[src/rtl/sync_fifo_param.sv]
// rtl/sync_fifo_param.sv - parametrised single-clock FIFO with occupancy, thresholds and sticky error flags
module sync_fifo_param #(
  parameter int DATA_WIDTH = 8,
  parameter int ADDR_WIDTH = 3,
  parameter int AF_THRESH  = 6,
  parameter int AE_THRESH  = 2
) (
  input  logic                  clk,
  input  logic                  rst,
  input  logic [DATA_WIDTH-1:0] data_in,
  input  logic                  w_en,
  input  logic                  r_en,
  input  logic                  err_clr,
  output logic [DATA_WIDTH-1:0] data_out,
  output logic                  data_valid,
  output logic                  full,
  output logic                  empty,
  output logic                  almost_full,
  output logic                  almost_empty,
  output logic [ADDR_WIDTH:0]   count,
  output logic                  overflow,
  output logic                  underflow
);

  localparam int DEPTH = 1 << ADDR_WIDTH;
  localparam logic [ADDR_WIDTH:0] AF_LVL = (ADDR_WIDTH+1)'(AF_THRESH);
  localparam logic [ADDR_WIDTH:0] AE_LVL = (ADDR_WIDTH+1)'(AE_THRESH);

  logic [DATA_WIDTH-1:0] mem [DEPTH];
  logic [ADDR_WIDTH:0]   w_ptr;
  logic [ADDR_WIDTH:0]   r_ptr;
  logic                  wr_acc;
  logic                  rd_acc;

  // Status is derived straight from the registered pointers so it never lags them.
  always_comb begin
    count        = w_ptr - r_ptr;
    empty        = (w_ptr == r_ptr);
    full         = (w_ptr[ADDR_WIDTH-1:0] == r_ptr[ADDR_WIDTH-1:0]) &&
                   (w_ptr[ADDR_WIDTH] != r_ptr[ADDR_WIDTH]);
    almost_full  = (count >= AF_LVL);
    almost_empty = (count <= AE_LVL);
    wr_acc       = w_en && !full;
    rd_acc       = r_en && !empty;
  end

  // Storage array carries no reset; stale entries are unreachable once pointers clear.
  always_ff @(posedge clk) begin
    if (wr_acc) begin
      mem[w_ptr[ADDR_WIDTH-1:0]] <= data_in;
    end
  end

  always_ff @(posedge clk or posedge rst) begin
    if (rst) begin
      w_ptr <= '0;
      r_ptr <= '0;
    end else begin
      if (wr_acc) begin
        w_ptr <= w_ptr + 1'b1;
      end
      if (rd_acc) begin
        r_ptr <= r_ptr + 1'b1;
      end
    end
  end

  always_ff @(posedge clk or posedge rst) begin
    if (rst) begin
      data_out   <= '0;
      data_valid <= 1'b0;
    end else begin
      data_valid <= rd_acc;
      if (rd_acc) begin
        data_out <= mem[r_ptr[ADDR_WIDTH-1:0]];
      end
    end
  end

  // A set in the same cycle as err_clr takes priority so no event is lost.
  always_ff @(posedge clk or posedge rst) begin
    if (rst) begin
      overflow  <= 1'b0;
      underflow <= 1'b0;
    end else begin
      if (w_en && full) begin
        overflow <= 1'b1;
      end else if (err_clr) begin
        overflow <= 1'b0;
      end
      if (r_en && empty) begin
        underflow <= 1'b1;
      end else if (err_clr) begin
        underflow <= 1'b0;
      end
    end
  end

endmodule

[config.mk]
export PLATFORM = sky130hd
export DESIGN_NAME = sync_fifo_param
export DESIGN_NICKNAME = d
export VERILOG_FILES = /design/src/rtl/sync_fifo_param.sv
export SDC_FILE = /design/constraint.sdc
export NUM_CORES = 1
export LEC_CHECK = 0
export ABC_AREA = 1
export CORE_ASPECT_RATIO = 1.2
export CORE_UTILIZATION = 57
export DETAILED_ROUTE_END_ITERATION = 6
export PLACE_DENSITY = 0.77
export RECOVER_POWER = 100
export SYNTH_ARGS = -nofsm -noshare
export SYNTH_HDL_FRONTEND = slang
export SYNTH_SLANG_ARGS = --single-unit
[constraint.sdc]
create_clock -name clk -period 2.95 [get_ports clk]
set_input_delay 0.295 -clock clk [delete_from_list [all_inputs] [get_ports clk]]
set_output_delay 0.295 -clock clk [all_outputs]
set_load 0.01 [all_outputs]
Word level (Yosys, flattened, before mapping):

Memories as Yosys holds them, arrays and structs flattened. A register that Yosys moved wholly into a read port is not among the register bits.
Index checks and enable logic that the tools add are counted.

* bits in registers: 11
* memory bits (writable): 64
* input bits: 13
* output and inout bits: 19
* memories: 1

* reductions and logical operators: 9
* muxes and demuxes: 5
* add/sub/neg operators: 3
* order comparisons: 2
* equality and inequality tests: 3

Memory list
* mem: words 8, width 8, rd ports 1, clocked after Yosys merged registers in 1, write ports 1, line 29 `logic [DATA_WIDTH-1:0] mem [DEPTH];`

Operator list (number)
* adder 4 x 1 -> 4 bit, second input constant: 2
* logical AND 1 bit: 5
* two-way mux 1 bit: 5
* equality test 4 bit: 1
* greater-or-equal comparator 4 x 3 -> 1 bit, second input constant: 1
* less-or-equal comparator 4 x 2 -> 1 bit, second input constant: 1
* nonzero test 2 bit: 2
* subtractor 4 bit: 1
* equality test 3 bit: 1
* zero test 1 bit: 2
* inequality test 1 bit: 1

Depth between registers and ports, before layout:

Gate-level depths: netlist of run 1.

* depth after elaboration: 6
* mapped depth: 12
* depth with buffers taken out: 10

Least setup slack after synthesis of run 1:

Ideal clock, no wire load.

* kind: reg-to-reg
* from: register r_ptr[1]
* to: memory mem[6][0], enable pin
* library setup time: 0.370 ns
* period minus slack after synthesis: 2.312 ns
* path buffers: 2
* arrival time: 1.942 ns
* cell stages (with the launch flop): 10
* slack: 0.638 ns
* cell sequence: dfrtp_1 > buf_2 > inv_2 > buf_2 > ha_1 > nand3_2 > nor2_2 > nor2_4 > nand2_1 > nor2_1

* word-level cells in the longest chain between the ends: 6

RTL lines
* start: declaration: line 31 `logic [ADDR_WIDTH:0] r_ptr;`
* start signal: assignment: line 63 `r_ptr <= r_ptr + 1'b1;`
* equality test 3 bit: line 39 `full = (w_ptr[ADDR_WIDTH-1:0] == r_ptr[ADDR_WIDTH-1:0]) &&`
* logical AND 1 bit: line 39
* via full: line 16 `output logic full,`
* zero test 1 bit: line 43 `wr_acc = w_en && !full;`
* logical AND 1 bit: line 43
* two-way mux 1 bit: line 49 `if (wr_acc) begin`
* two-way mux 1 bit (not written as such): line 50 `mem[w_ptr[ADDR_WIDTH-1:0]] <= data_in;`
* end: declaration: line 29

The timed path passes the listed nets, and every way through them passes these cells.

Final worst setup path of run 1:

* from: register r_ptr[2]
* to: output port empty

* word-level cells in the longest chain between the ends: 1

RTL lines
* equality test 4 bit: line 38 `empty = (w_ptr == r_ptr);`
* end: declaration: line 17 `output logic empty,`

No other way between the ends.

==> out/qor.yml, run 1 <==
outcome:
  status: "completed"
synthesis:
  yosys-top-cells-count: "nand2_1, edfxtp_1, inv_1, nand3_1, dfrtp_1"
  synth_area_um2: 3770
  synth_nets: 390
  yosys.area_share.adder: 0.0219
  synth.most_common_cell: "nand2_1"
  synth_top_cell_area_share: 0.510
  synth_compound_area_frac: 0.0119
  netlist_instances: 371
  synthArstFlopShare: 0.229
  ys_warn_count: 0
  ys_types: 23
  synth_top_area_cell: "edfxtp_1"
  yosys-top-cells-area: "edfxtp_1, dfrtp_1, nand2_1"
  synth-seq-area-share: 0.636
  ys_ff_latch: 83
  yosys.area_share.xor_xnor: 0.0139
  synth_top_family_by_area: "simple AND/OR/NAND/NOR gates"
  synth_area_per_cell_um2: 10.2
  synth_edf_count: 64
  synth_mux_area_frac: 0
  synth-simple-area-share: 0.229
  synth_flop_cell: "edfxtp_1"
power:
  p_switching_uw: 1730
  seqPwrFrac: 0.374
  p_total_uw: 4470
  internal-power_uw: 2740
  powerDensity_nw_per_um2: 1030
  irDropWorstVdd_v: 0.000833
  p_leak_uw: 0.00196
  pwr-share-comb: 0.454
  switching_share: 0.387
  clockPowerShare: 0.172
setup_path:
  path_class: "flop to primary output"
  crit_fanout: 11
  r2r_setup_slack_ns: 0.21
  crit_path_end_kind: "primary output"
  critPathRequiredTime_ns: 2.65
  start_kind: "flop"
  arrival_ns: 2.53
clock_network:
  clk_pin_slew_ns: 0.08
  cts_root_buf: "clkbuf_8"
  holdBufCountCts: 0
  clockBufferDepth: 2
  clock_latency_ns: 0.35
  cts_resized: 0
  htree_levels: 3
  clock_sinks: 83
  cts_buffers: 9
  cts_tree: "yes"
  cts_setup_buffers: 0
timing:
  rsz0062_at_grt: "no"
  layout_worst_path_cycle_share: 0.957
  setup_tns_ns: 0
  hold_viol_final: 0
  setup_slack_ns: 0.126
  final_max_slew_viol_count: 0
  clock.fmax_mhz: 354
  setup_viol_count_final: 0
  layout_min_cycle_time_ns: 2.82
  worst_slew_pin_slew_ns: 0.704
  slew_headroom: 0.530
  skew_ns: 0.00557
place:
  port_buffers: 31
  place_hpwl_mm: 4.62
  routabilityCongestion: 0.822
  place_inst: 486
  dp_slack_ns: 0.564
global_route:
  grt_pass1_vias: 2556
  antenna_found_initial: 0
  globalRoute.totalOverflow: 0
  grt_pass1_wl_mm: 12.2
  grt_max_degree: 36
  grt_use_total: 0.237
die:
  die_h_um: 91.1
  initial_core_util: 0.589
  die_area_um2: 6950
  core.rowCount: 32
  die_w_um: 76.3
  io_pins: 32
  core_region_area_um2: 6410
route:
  drt_iter0_markers: 194
  drt-vias-per-instance: 5.09
  vias: 2557
  first_pass_iters: 4
  wl_per_cell_um: 14.5
  wl_mm: 7.26
  drc: 0
  final_antenna_net_count: 0
final_layout:
  multi_input_area_um2: 1010
  nets: 431
  fin_cells: 502
  layout-drive-gt1-share: 0.0887
  layout.filler_cells: 481
  seqCellArea_um2: 2400
  diodes: 0
  areaGrowthSynthToFinish_pct: 14.9
hold_path:
  hold_class: "input pin to asynchronous set/reset pin"
run:
  maxCapViolations: 0
[power groups by stage]
stage	clock, uW	combinational, uW	sequential, uW
floorplan	0	1340	1690
global placement	0	2090	1680
detailed placement	0	2140	1700
CTS	778	2150	1670
global route	825	2280	1700
finish	769	2030	1670
[worst max-delay path: stages, from the launching register on]
cell and delay (ns):
dfrtp_1 0.63, inv_1 0.12, ha_1 0.40, nand3_1 0.13, inv_1 0.07, nand2_1 0.13
inv_1 0.10, dlygate4sd3_1 0.60
[placed cells by master, fill, tap and decap left out]
cell,instances
clkinvlp_2,1
dfrtp_1,19
clkinv_1,3
nand2_2,1
clkinvlp_4,2
nand3_2,6
clkbuf_8,9
clkbuf_1,1
inv_1,64
bufinv_16,1
nand3_1,48
ha_1,5
fa_1,1
clkdlybuf4s50_1,6
dlygate4sd3_1,25
xnor2_1,1
inv_2,3
nand2_4,1
xor2_1,4
nor2_1,11
o21ai_0,8
nand2_8,1
nand2_1,119
buf_4,4
clkbuf_2,7
edfxtp_1,64
a21oi_1,1
xor2_2,1
[flip-flops by register name, indices dropped and copies added, names as in the netlist]
| name | cells |
|---|---|
| mem | 64 |
| w_ptr | 4 |
| data_valid | 1 |
| overflow | 1 |
| underflow | 1 |
| r_ptr | 4 |
| data_out | 8 |
[final timing paths]
path                                         start                 endpoint  cells after the start
min reg2reg                data_out[5]$_DFFE_PP0P_  data_out[5]$_DFFE_PP0P_                      2
max in group asynchronous                      rst     w_ptr[2]$_DFFE_PP0P_                      2
max                           r_ptr[2]$_DFFE_PP0P_                    empty                      7
min in group clk           data_out[5]$_DFFE_PP0P_  data_out[5]$_DFFE_PP0P_                      2
max reg2reg                   r_ptr[2]$_DFFE_PP0P_      mem[0][2]$_DFFE_PP_                      8
min                                            rst  data_out[2]$_DFFE_PP0P_                      2
[cell type report]
class	instances	area share
Timing Repair Buffer	42	0.0866
Multi-Input combinational cell	208	0.234
Clock inverter	6	0.0130
Tap cell	85	0.0245
Inverter	68	0.0592
Sequential cell	83	0.553
Clock buffer	10	0.0295
[through the flow]
step / hold WS (ns) / instance area, um2 / utilization
after global routing: 0.518 / 4330 / 0.676
after detailed placement: 0.468 / 4200 / 0.655
final: 0.486 / 4330 / 0.676
after floorplan: 0.246 / 3770 / -
after CTS: 0.385 / 4380 / 0.684
after global placement: 0.462 / 4200 / 0.655
[routing by layer]
| metal | GRT usage | share of wire |
|---|---|---|
| met1 | 0.287 | 0.42 |
| met2 | 0.384 | 0.49 |
| met3 | 0.0653 | 0.060 |
| met4 | 0.128 | 0.033 |
| met5 | 0 | 0 |
[kinds of logic (layout without fill, tap and decap cells)]
logic type	count (synthesis)	in the layout
simple gates	187	187
xor+xnor	6	6
flops	83	83
fa+ha+maj	6	6
buf+inv	80	126
compound gates	9	9
Power figures use the tool's default switching activity.
==> run 2: changes to the inputs <==
- CORE_ASPECT_RATIO: 1.2 -> 0.9
- clock period: 2.95 -> 2.98 ns (I/O delays scaled with it)
==> run 2 against run 1 <==
Net effect:
- utilization rose by 1.9 points
- critical path depth rose by 1
- clock skew rose by 0.0074 ns
- largest power group unchanged
- hold slack got worse by 0.0070 ns
- setup slack improved by 0.13 ns
==> out/qor.yml, run 2 (synthesized netlist as in run 1, its figures left out) <==
timing:
  clock.fmax_mhz: 367
  hold_viol_final: 0
  skew_ns: 0.0129
  slew_headroom: 0.448
  worst_slew_pin_slew_ns: 0.828
  layout_worst_path_cycle_share: 0.915
  setup_tns_ns: 0
  whs_ns: 0.479
  rsz0062_at_grt: "no"
  setup_viol_count_final: 0
  layout_min_cycle_time_ns: 2.73
  final_max_slew_viol_count: 0
power:
  powerDensity_nw_per_um2: 1050
  irDropWorstVdd_v: 0.000504
  p_leak_uw: 0.00198
route:
  drc: 0
  wl_per_cell_um: 15.0
  vias: 2523
  wl_mm: 7.56
  first_pass_iters: 4
  final_antenna_net_count: 0
  drt_iter0_markers: 128
  drt-vias-per-instance: 5.00
hold_path:
  hold_class: "flop to flop"
  whs_path_depth: 2
  whs_endpoint: "data_out[4]$_DFFE_PP0P_"
  worstHoldStart: "data_out[4]$_DFFE_PP0P_"
clock_network:
  clock_latency_ns: 0.34
  clock_sinks: 83
  clockBufferDepth: 2
  holdBufCountCts: 0
  cts_root_buf: "clkbuf_8"
  clk_pin_slew_ns: 0.08
  cts_setup_buffers: 0
  cts_tree: "yes"
  cts_resized: 0
  htree_levels: 3
  cts_buffers: 9
place:
  place_hpwl_mm: 4.98
  routabilityCongestion: 0.845
  port_buffers: 31
setup_path:
  ff2ff_path_depth: 8
  rr_startpoint: "r_ptr[1]$_DFFE_PP0P_"
  r2r_setup_slack_ns: 0.25
  crit_path_end_kind: "flop"
  critPathRequiredTime_ns: 2.98
  r2r-end: "mem[1][0]$_DFFE_PP_"
  crit_fanout: 18
  path_class: "flop to flop"
  arrival_ns: 2.72
  start_kind: "flop"
global_route:
  grt_max_degree: 36
  grt_use_total: 0.252
  antenna_found_initial: 0
  grt_pass1_vias: 2620
  globalRoute.totalOverflow: 0
  grt_pass1_wl_mm: 12.7
final_layout:
  final_cell_mix: "nand2_1, edfxtp_1, inv_1"
  seqCellArea_um2: 2400
  layout-drive-gt1-share: 0.0766
  nets: 433
  layout.filler_cells: 499
  areaGrowthSynthToFinish_pct: 15.3
  largest_reg_flops: 64
  diodes: 0
  multi_input_area_um2: 972
  final_common_cell: "nand2_1"
die:
  die_w_um: 87.7
  initial_core_util: 0.603
  die_h_um: 79.2
  core.rowCount: 27
  io_pins: 32
  die_area_um2: 6950
  core_region_area_um2: 6250
run:
  maxCapViolations: 0
outcome:
  status: "completed"
## run 2: layout make-up
cell class              instances  area share
flip-flops and latches         83       0.552
multi-input cells             208       0.224
repair buffers                 44      0.0875
inverters                      68      0.0593
clock buffers                  10      0.0294
well taps                      87      0.0250
clock inverters                 5      0.0236
## run 2: worst max path at each step
stage | cells after the start | endpoint | slack (ns) | startpoint
finish | 8 | mem[1][0]$_DFFE_PP_ | 0.25 | r_ptr[1]$_DFFE_PP0P_
global route | 8 | mem[1][1]$_DFFE_PP_ | 0.04 | r_ptr[1]$_DFFE_PP0P_
CTS | 7 | almost_empty | 0.24 | w_ptr[0]$_DFFE_PP0P_
detailed placement | 7 | almost_empty | 0.62 | w_ptr[0]$_DFFE_PP0P_
global placement | 7 | almost_empty | 0.67 | w_ptr[0]$_DFFE_PP0P_
floorplan | 9 | mem[6][0]$_DFFE_PP_ | 0.67 | r_ptr[1]$_DFFE_PP0P_
## run 2: power breakdown
part,total (uW),internal (uW),switching [uW],leakage [uW]
sequential,1630,1520,110,0.000815
combinational,2000,785,1210,0.00105
clock,925,551,374,0.000112
## run 2: metal layers
metal,up-vias,wire (um),global-route usage
li1,1265,-,-
met4,0,163,0.102
met3,12,424,0.0593
met1,1180,3270,0.326
met2,66,3700,0.408
met5,-,0,0
## run 2: stage by stage
stage          instances  setup slack (ns)  instance area [um2]  utilization  power, uW
2_1_floorplan        371             0.668                 3770            -       3000
3_3_place_gp         490             0.667                 4220        0.674       3770
3_5_place_dp         490             0.623                 4220        0.674       3830
4_1_cts              505             0.244                 4450        0.711       4760
5_1_grt              505            0.0358                 4350        0.695       4880
6_report             505             0.252                 4350        0.695       4550
## run 2: worst max-delay path, stage by stage (launching register included)
cell and delay (ns):
dfrtp_1 0.40, inv_2 0.27, ha_1 0.32, nand3_1 0.11
nor2_1 0.07, nor2_1 0.40, nand2_1 0.19, nor2_1 0.24
clkbuf_1 0.36
